`config.mk`:
```
export PLATFORM = sky130hd
export DESIGN_NAME = counter_sequencer
export DESIGN_NICKNAME = d
export VERILOG_FILES = /design/src/rtl/counter_sequencer.sv
export SDC_FILE = /design/constraint.sdc
export NUM_CORES = 1
export LEC_CHECK = 0
export CORE_MARGIN = 3
export CORE_UTILIZATION = 47
export DETAILED_ROUTE_END_ITERATION = 8
export PLACE_DENSITY = 0.78
export RECOVER_POWER = 100
export SETUP_SLACK_MARGIN = 0.1
export SYNTH_ARGS = -nofsm -noshare
export SYNTH_HDL_FRONTEND = slang
export SYNTH_SLANG_ARGS = --single-unit
```
`constraint.sdc`:
```
create_clock -name clk -period 2 [get_ports clk]
set_input_delay 0.4 -clock clk [delete_from_list [all_inputs] [get_ports clk]]
set_output_delay 0.4 -clock clk [all_outputs]
set_load 0.02 [all_outputs]
```
`src/rtl/counter_sequencer.sv`:
```
// Start/stop/pause sequencer for a prescaled WIDTH-bit counter with terminal compare,
// supporting one-shot and auto-reload modes; all outputs are registered.
module counter_sequencer #(
  parameter int WIDTH = 4,
  parameter int PRE_W = 8
) (
  input  logic             clk,
  input  logic             rst,
  input  logic             start,
  input  logic             stop,
  input  logic             pause,
  input  logic             auto_reload,
  input  logic [PRE_W-1:0] prescale,
  input  logic [WIDTH-1:0] term,
  output logic [WIDTH-1:0] q,
  output logic             busy,
  output logic             tc,
  output logic             done,
  output logic [1:0]       state
);

  typedef enum logic [1:0] {
    IDLE  = 2'd0,
    RUN   = 2'd1,
    PAUSE = 2'd2,
    DONE  = 2'd3
  } state_t;

  state_t           cur_state, nxt_state;
  logic [WIDTH-1:0] q_nxt;
  logic [WIDTH-1:0] term_shadow;
  logic [PRE_W-1:0] pre_cnt, pre_nxt;
  logic [PRE_W-1:0] pre_shadow;
  logic             reload_shadow;
  logic             tc_nxt;
  logic             load_cfg;
  logic             tick;

  assign tick  = (cur_state == RUN) && (pre_cnt == pre_shadow);
  assign state = cur_state;

  // Priority inside each state: stop > start > pause > tick.
  always_comb begin
    nxt_state = cur_state;
    q_nxt     = q;
    pre_nxt   = pre_cnt;
    tc_nxt    = 1'b0;
    load_cfg  = 1'b0;
    case (cur_state)
      IDLE: begin
        if (start) begin
          nxt_state = RUN;
          q_nxt     = '0;
          pre_nxt   = '0;
          load_cfg  = 1'b1;
        end
      end
      RUN: begin
        if (stop) begin
          nxt_state = IDLE;
          q_nxt     = '0;
          pre_nxt   = '0;
        end else if (pause) begin
          nxt_state = PAUSE;
        end else if (tick) begin
          pre_nxt = '0;
          if (q != term_shadow) begin
            q_nxt = q + 1'b1;
          end else begin
            tc_nxt = 1'b1;
            if (reload_shadow) q_nxt = '0;
            else               nxt_state = DONE;
          end
        end else begin
          pre_nxt = pre_cnt + 1'b1;
        end
      end
      PAUSE: begin
        if (stop) begin
          nxt_state = IDLE;
          q_nxt     = '0;
          pre_nxt   = '0;
        end else if (!pause) begin
          nxt_state = RUN;
        end
      end
      DONE: begin
        if (stop) begin
          nxt_state = IDLE;
          q_nxt     = '0;
          pre_nxt   = '0;
        end else if (start) begin
          nxt_state = RUN;
          q_nxt     = '0;
          pre_nxt   = '0;
          load_cfg  = 1'b1;
        end
      end
      default: begin
        nxt_state = IDLE;
        q_nxt     = '0;
        pre_nxt   = '0;
      end
    endcase
  end

  always_ff @(posedge clk) begin
    if (rst) begin
      cur_state     <= IDLE;
      q             <= '0;
      pre_cnt       <= '0;
      tc            <= 1'b0;
      busy          <= 1'b0;
      done          <= 1'b0;
      term_shadow   <= '0;
      pre_shadow    <= '0;
      reload_shadow <= 1'b0;
    end else begin
      cur_state <= nxt_state;
      q         <= q_nxt;
      pre_cnt   <= pre_nxt;
      tc        <= tc_nxt;
      busy      <= (nxt_state == RUN) || (nxt_state == PAUSE);
      done      <= (nxt_state == DONE);
      if (load_cfg) begin
        term_shadow   <= term;
        pre_shadow    <= prescale;
        reload_shadow <= auto_reload;
      end
    end
  end

endmodule

```
; Yosys cells after proc, flatten, opt, wreduce, memory -nomap -nowiden
; Cells that the tools add are included.
[totals]
latchBits = 0
elab_cells = 61
rom_bits = 0
mem_count = 0
ram_bits = 0
regBits = 30
output_inout_bits = 9
[classes]
eq_ne = 12
order_cmp = 0
n_mux = 30
n_mul = 0
shift = 0
reduce_logical = 6
addsub = 2
div = 0
bitwise_logic = 2
[ops]
columns = cell, count
row1 = $mux W8, 6
row2 = $mux W4, 8
row3 = $pmux W8 S4, 1
row4 = $mux W2, 9
row5 = $pmux W4 S4, 1
row6 = $add A8 B1 Y8 const B, 1
row7 = $eq A2 B2 Y1 const B, 4
row8 = $eq A8 B8 Y1, 1
row9 = $pmux W2 S4, 1
row10 = $ne A3 B3 Y1 const B, 2
row11 = $reduce_or A5 Y1, 1
row12 = $add A4 B1 Y4 const B, 1
row13 = $eq A2 B1 Y1 const B, 2
row14 = $ne A4 B3 Y1 const B, 1
row15 = $ne A4 B4 Y1, 1
row16 = $reduce_and A4 Y1, 1
row17 = $mux W1, 3
row18 = $logic_not A2 Y1, 1
row19 = $ne A2 B2 Y1 const B, 1
row20 = $not A1 Y1, 2
row21 = $pmux W1 S2, 1
row22 = $reduce_and A2 Y1, 1
row23 = $logic_and A1 B1 Y1, 1
row24 = $logic_or A1 B1 Y1, 1

; Depth between registers and ports, before layout
[logic_depth]
word_depth = 8
ltp_mapped = 9
depth_no_buf = 9

; Worst setup path after synthesis
; No wires, ideal clock.
[synth_timing]
kind = register to register
from = reg cur_state[0] (netlist: state[0])
to = reg q[3]
period_less_slack_ns = 2.093
setup_ns = 0.079
n_path_buf = 0
t_arrival_ns = 2.014
required_ns = 1.921
path_slack_ns = -0.093
path_stages_with_launch = 8
path_cell_list = dfxtp_1 inv_1 ha_1 nor2_1 nand2_1 nor4b_1 or4b_1 o211ai_1
[synth_between]
elab_chain_cells = 4
[synth_rtl]
columns = element, line
row1 = from (decl), 29  ; state_t cur_state, nxt_state;
row2 = from (signal assigned), 119  ; cur_state <= nxt_state;
row3 = $eq A2 B1 Y1, "39, 49"
row4 = $logic_and A1 B1 Y1, 39  ; assign tick = (cur_state == RUN) && (pre_cnt == pre_shadow);
row5 = $ne A3 B3 Y1 (no line), --
row6 = $reduce_and A4 Y1 (no line), --
row7 = to (signal assigned), 120  ; q <= q_nxt;
row8 = to (decl), 15  ; output logic [WIDTH-1:0] q,
; Several ways; a longest one is shown, not always the timed one.
; A chain may end at the register's enable or synchronous reset.

; Worst setup path after layout
; Same ends and word-level chain as after synthesis.

==> results.cfg <==
[sta]
max_slew.worst_pin.slew_ns = 0.4252
finClkSkew_ns = 0.009689
setup_tns_ns = 0
setup_viol_count_final = 0
rsz0062_at_grt = no
fmax_mhz = 532.7
slew_headroom = 0.7165
drv_slew = 0
hold_viol_final = 0
timing.final.crit_share = 0.9386
whs_ns = 0.5050
min_period_ns = 1.877

[place]
port_buffers = 26
dp.cells = 255
place_congestion = 0.8421
dp_hpwl_mm = 2.760

[run]
drv_cap = 0

[grt]
antenna_found_initial = 0
grt_pass1_wl_mm = 5.996
grt_pass1_vias = 1383
grt_use_total = 0.1890
grt_overflow = 0
grt_max_degree = 26

[final_layout]
stdcell_count = 271
layout-drive-gt1-share = 0.2687
syn2layout_area_growth_pct = 43.17
diodes = 0
nets = 253

[floorplanning]
io_pins = 27
core_area_sq_mm = 0.003128
num_rows = 20
dieWidth_um = 63.92
dieHeight_um = 63.92
initial_core_util = 0.5040
die_area_sq_mm = 0.004085

[critical_path]
crit_path_end_kind = flip-flop
crit_arrival_ns = 2.12
cp-start-kind = flip-flop
worstSetupPathType = reg2reg
cp_max_fo = 4
critical_path_required_ns = 2.24

[run_status]
status = complete, no violations

[routing]
vias = 1488
vias_per_cell = 5.491
drc = 0
drtIter0Drc = 69
dr.pass1.iters = 4
drt_wl_total_mm = 3.913
post_drt_wl_per_cell_um = 14.44
ant_nets = 0

[power]
p_total_mw = 1.411
peakVddDrop_mv = 0.4360
cellPowerDensity_mw_per_mm2 = 625.1
p_leak_nw = 0.9852

[synth]
syn_nets = 198
avgSynthCellArea_sq_um = 9.166
syn_inst = 172
synth-async-reset-ratio = 0
ys_types = 43
netlist_area_sq_mm = 0.001577
synth_edf_count = 0
yosysWarnings = 0
ys_ff_latch = 30
synthFlopType = dfxtp_1
yosysSeqAreaShare = 0.3810

[clocking]
htree_levels = 2
hold_buffers = 0
cts_made_buffers = 5
clock_latency_ns = 0.33
cts_tree = built
ctsRootBufferMaster = clkbuf_4
clock_path_buffers = 2
cts.sinks = 30
path_clk_slew_ns = 0.09

[worst_hold_path]
hp-class = reg2reg
[per-stage QoR]
step	instance area, sq um	util	setup WS, ns
after floorplan	1587	-	0.09783
after global placement	2026	0.6476	-0.06629
after detailed placement	2026	0.6476	-0.1863
after CTS	2122	0.6784	0.1009
after global routing	2257	0.7216	0.02574
final	2257	0.7216	0.1229
[power by group]
group | total, mW | switching [mW] | internal, mW
Clock | 0.491 | 0.200 | 0.291
Combinational | 0.285 | 0.132 | 0.153
Sequential | 0.635 | 0.0189 | 0.616
[cell families after synthesis]
| logic type | count (synthesis) | share of synthesized area |
|---|---|---|
| AO/OA/AOI/OAI | 30 | 0.1286 |
| XOR/XNOR | 14 | 0.07778 |
| adder cells (fa/ha/maj) | 8 | 0.06349 |
| buffers and inverters | 12 | 0.02936 |
| flip-flops | 30 | 0.3810 |
| multiplexers | 15 | 0.09524 |
| AND/OR/NAND/NOR | 63 | 0.2246 |
[cell type report]
cell class              count  area, sq um
repair buffers             52        452.9
clock buffers               6        51.30
inverters                   8        30.03
fillers                   236        870.8
multi-input cells         130         1018
well taps                  44        55.05
flip-flops and latches     30        619.3
clock inverters             1        30.03
[synth_stat cells (2+ instances only)]
cell type	number	area share
ha_1	8	0.063
nand3b_1	2	0.0095
clkbuf_1	3	0.0071
xor2_1	11	0.061
nand3_1	8	0.025
a21oi_1	8	0.025
nor3_1	3	0.0095
o211ai_1	3	0.014
inv_1	8	0.019
o311ai_0	3	0.017
a311oi_1	2	0.011
dfxtp_1	30	0.38
o21ai_0	3	0.0095
nor2_1	18	0.043
xnor2_1	3	0.017
nand2_1	11	0.026
or2_2	2	0.0079
mux2i_1	15	0.095
nor2b_1	5	0.020
o21bai_1	2	0.0095
o22ai_1	2	0.0079
[final timing paths]
kind                  startpoint                 to  slack [ns]  depth (start not counted)
max reg2reg  state[0]$_SDFF_PP0_  q[3]$_SDFFE_PP0P_        0.12                          7
min reg2reg    q[0]$_SDFFE_PP0P_  q[0]$_SDFFE_PP0P_        0.51                          1
min            q[0]$_SDFFE_PP0P_  q[0]$_SDFFE_PP0P_        0.51                          1
max          state[0]$_SDFF_PP0_  q[3]$_SDFFE_PP0P_        0.12                          7
[what timing repair did]
action / 4_1_cts / 5_1_grt
cloned: 0 / 0
gates resized for setup: 4 / 25
buffers inserted: 0 / 9
endpoints found under the setup margin: 5 / 13
pin swaps: 1 / 8
[cell usage in the layout (no fill, tap or decap), types with 7 or more instances in the layout]
cell              n
inv_1             8
clkdlybuf4s50_1  19
mux2i_1          15
buf_4            25
a21oi_1           8
nand3_1           8
nor2_1           16
xor2_1            9
dlygate4sd3_1     7
nand2_1          10
dfxtp_1          23
[sequential cells by signal (all words and copies together), names as in the netlist]
register and cells:
q 4, reload_shadow 1, term_shadow 4, pre_cnt 8, busy 1, done 1, state 2, pre_shadow 8
tc 1
[worst max-delay path, stage by stage (launching register included)]
cell and delay [ns]:
dfxtp_4 0.39, inv_1 0.10, ha_2 0.21, nor2_2 0.13, nand2_2 0.11, nor4b_4 0.30
or4b_1 0.46, o211ai_1 0.10
[per-layer routing]
layer,wire length [um],up-vias,part of all wire,track usage
met2,1971,61,0.50,0.3303
met4,71,0,0.018,0.09434
met3,274,8,0.070,0.05624
met5,0,-,0,0
li1,-,723,-,-
met1,1596,696,0.41,0.2050
Note: power is estimated with default switching activity, not from simulation.
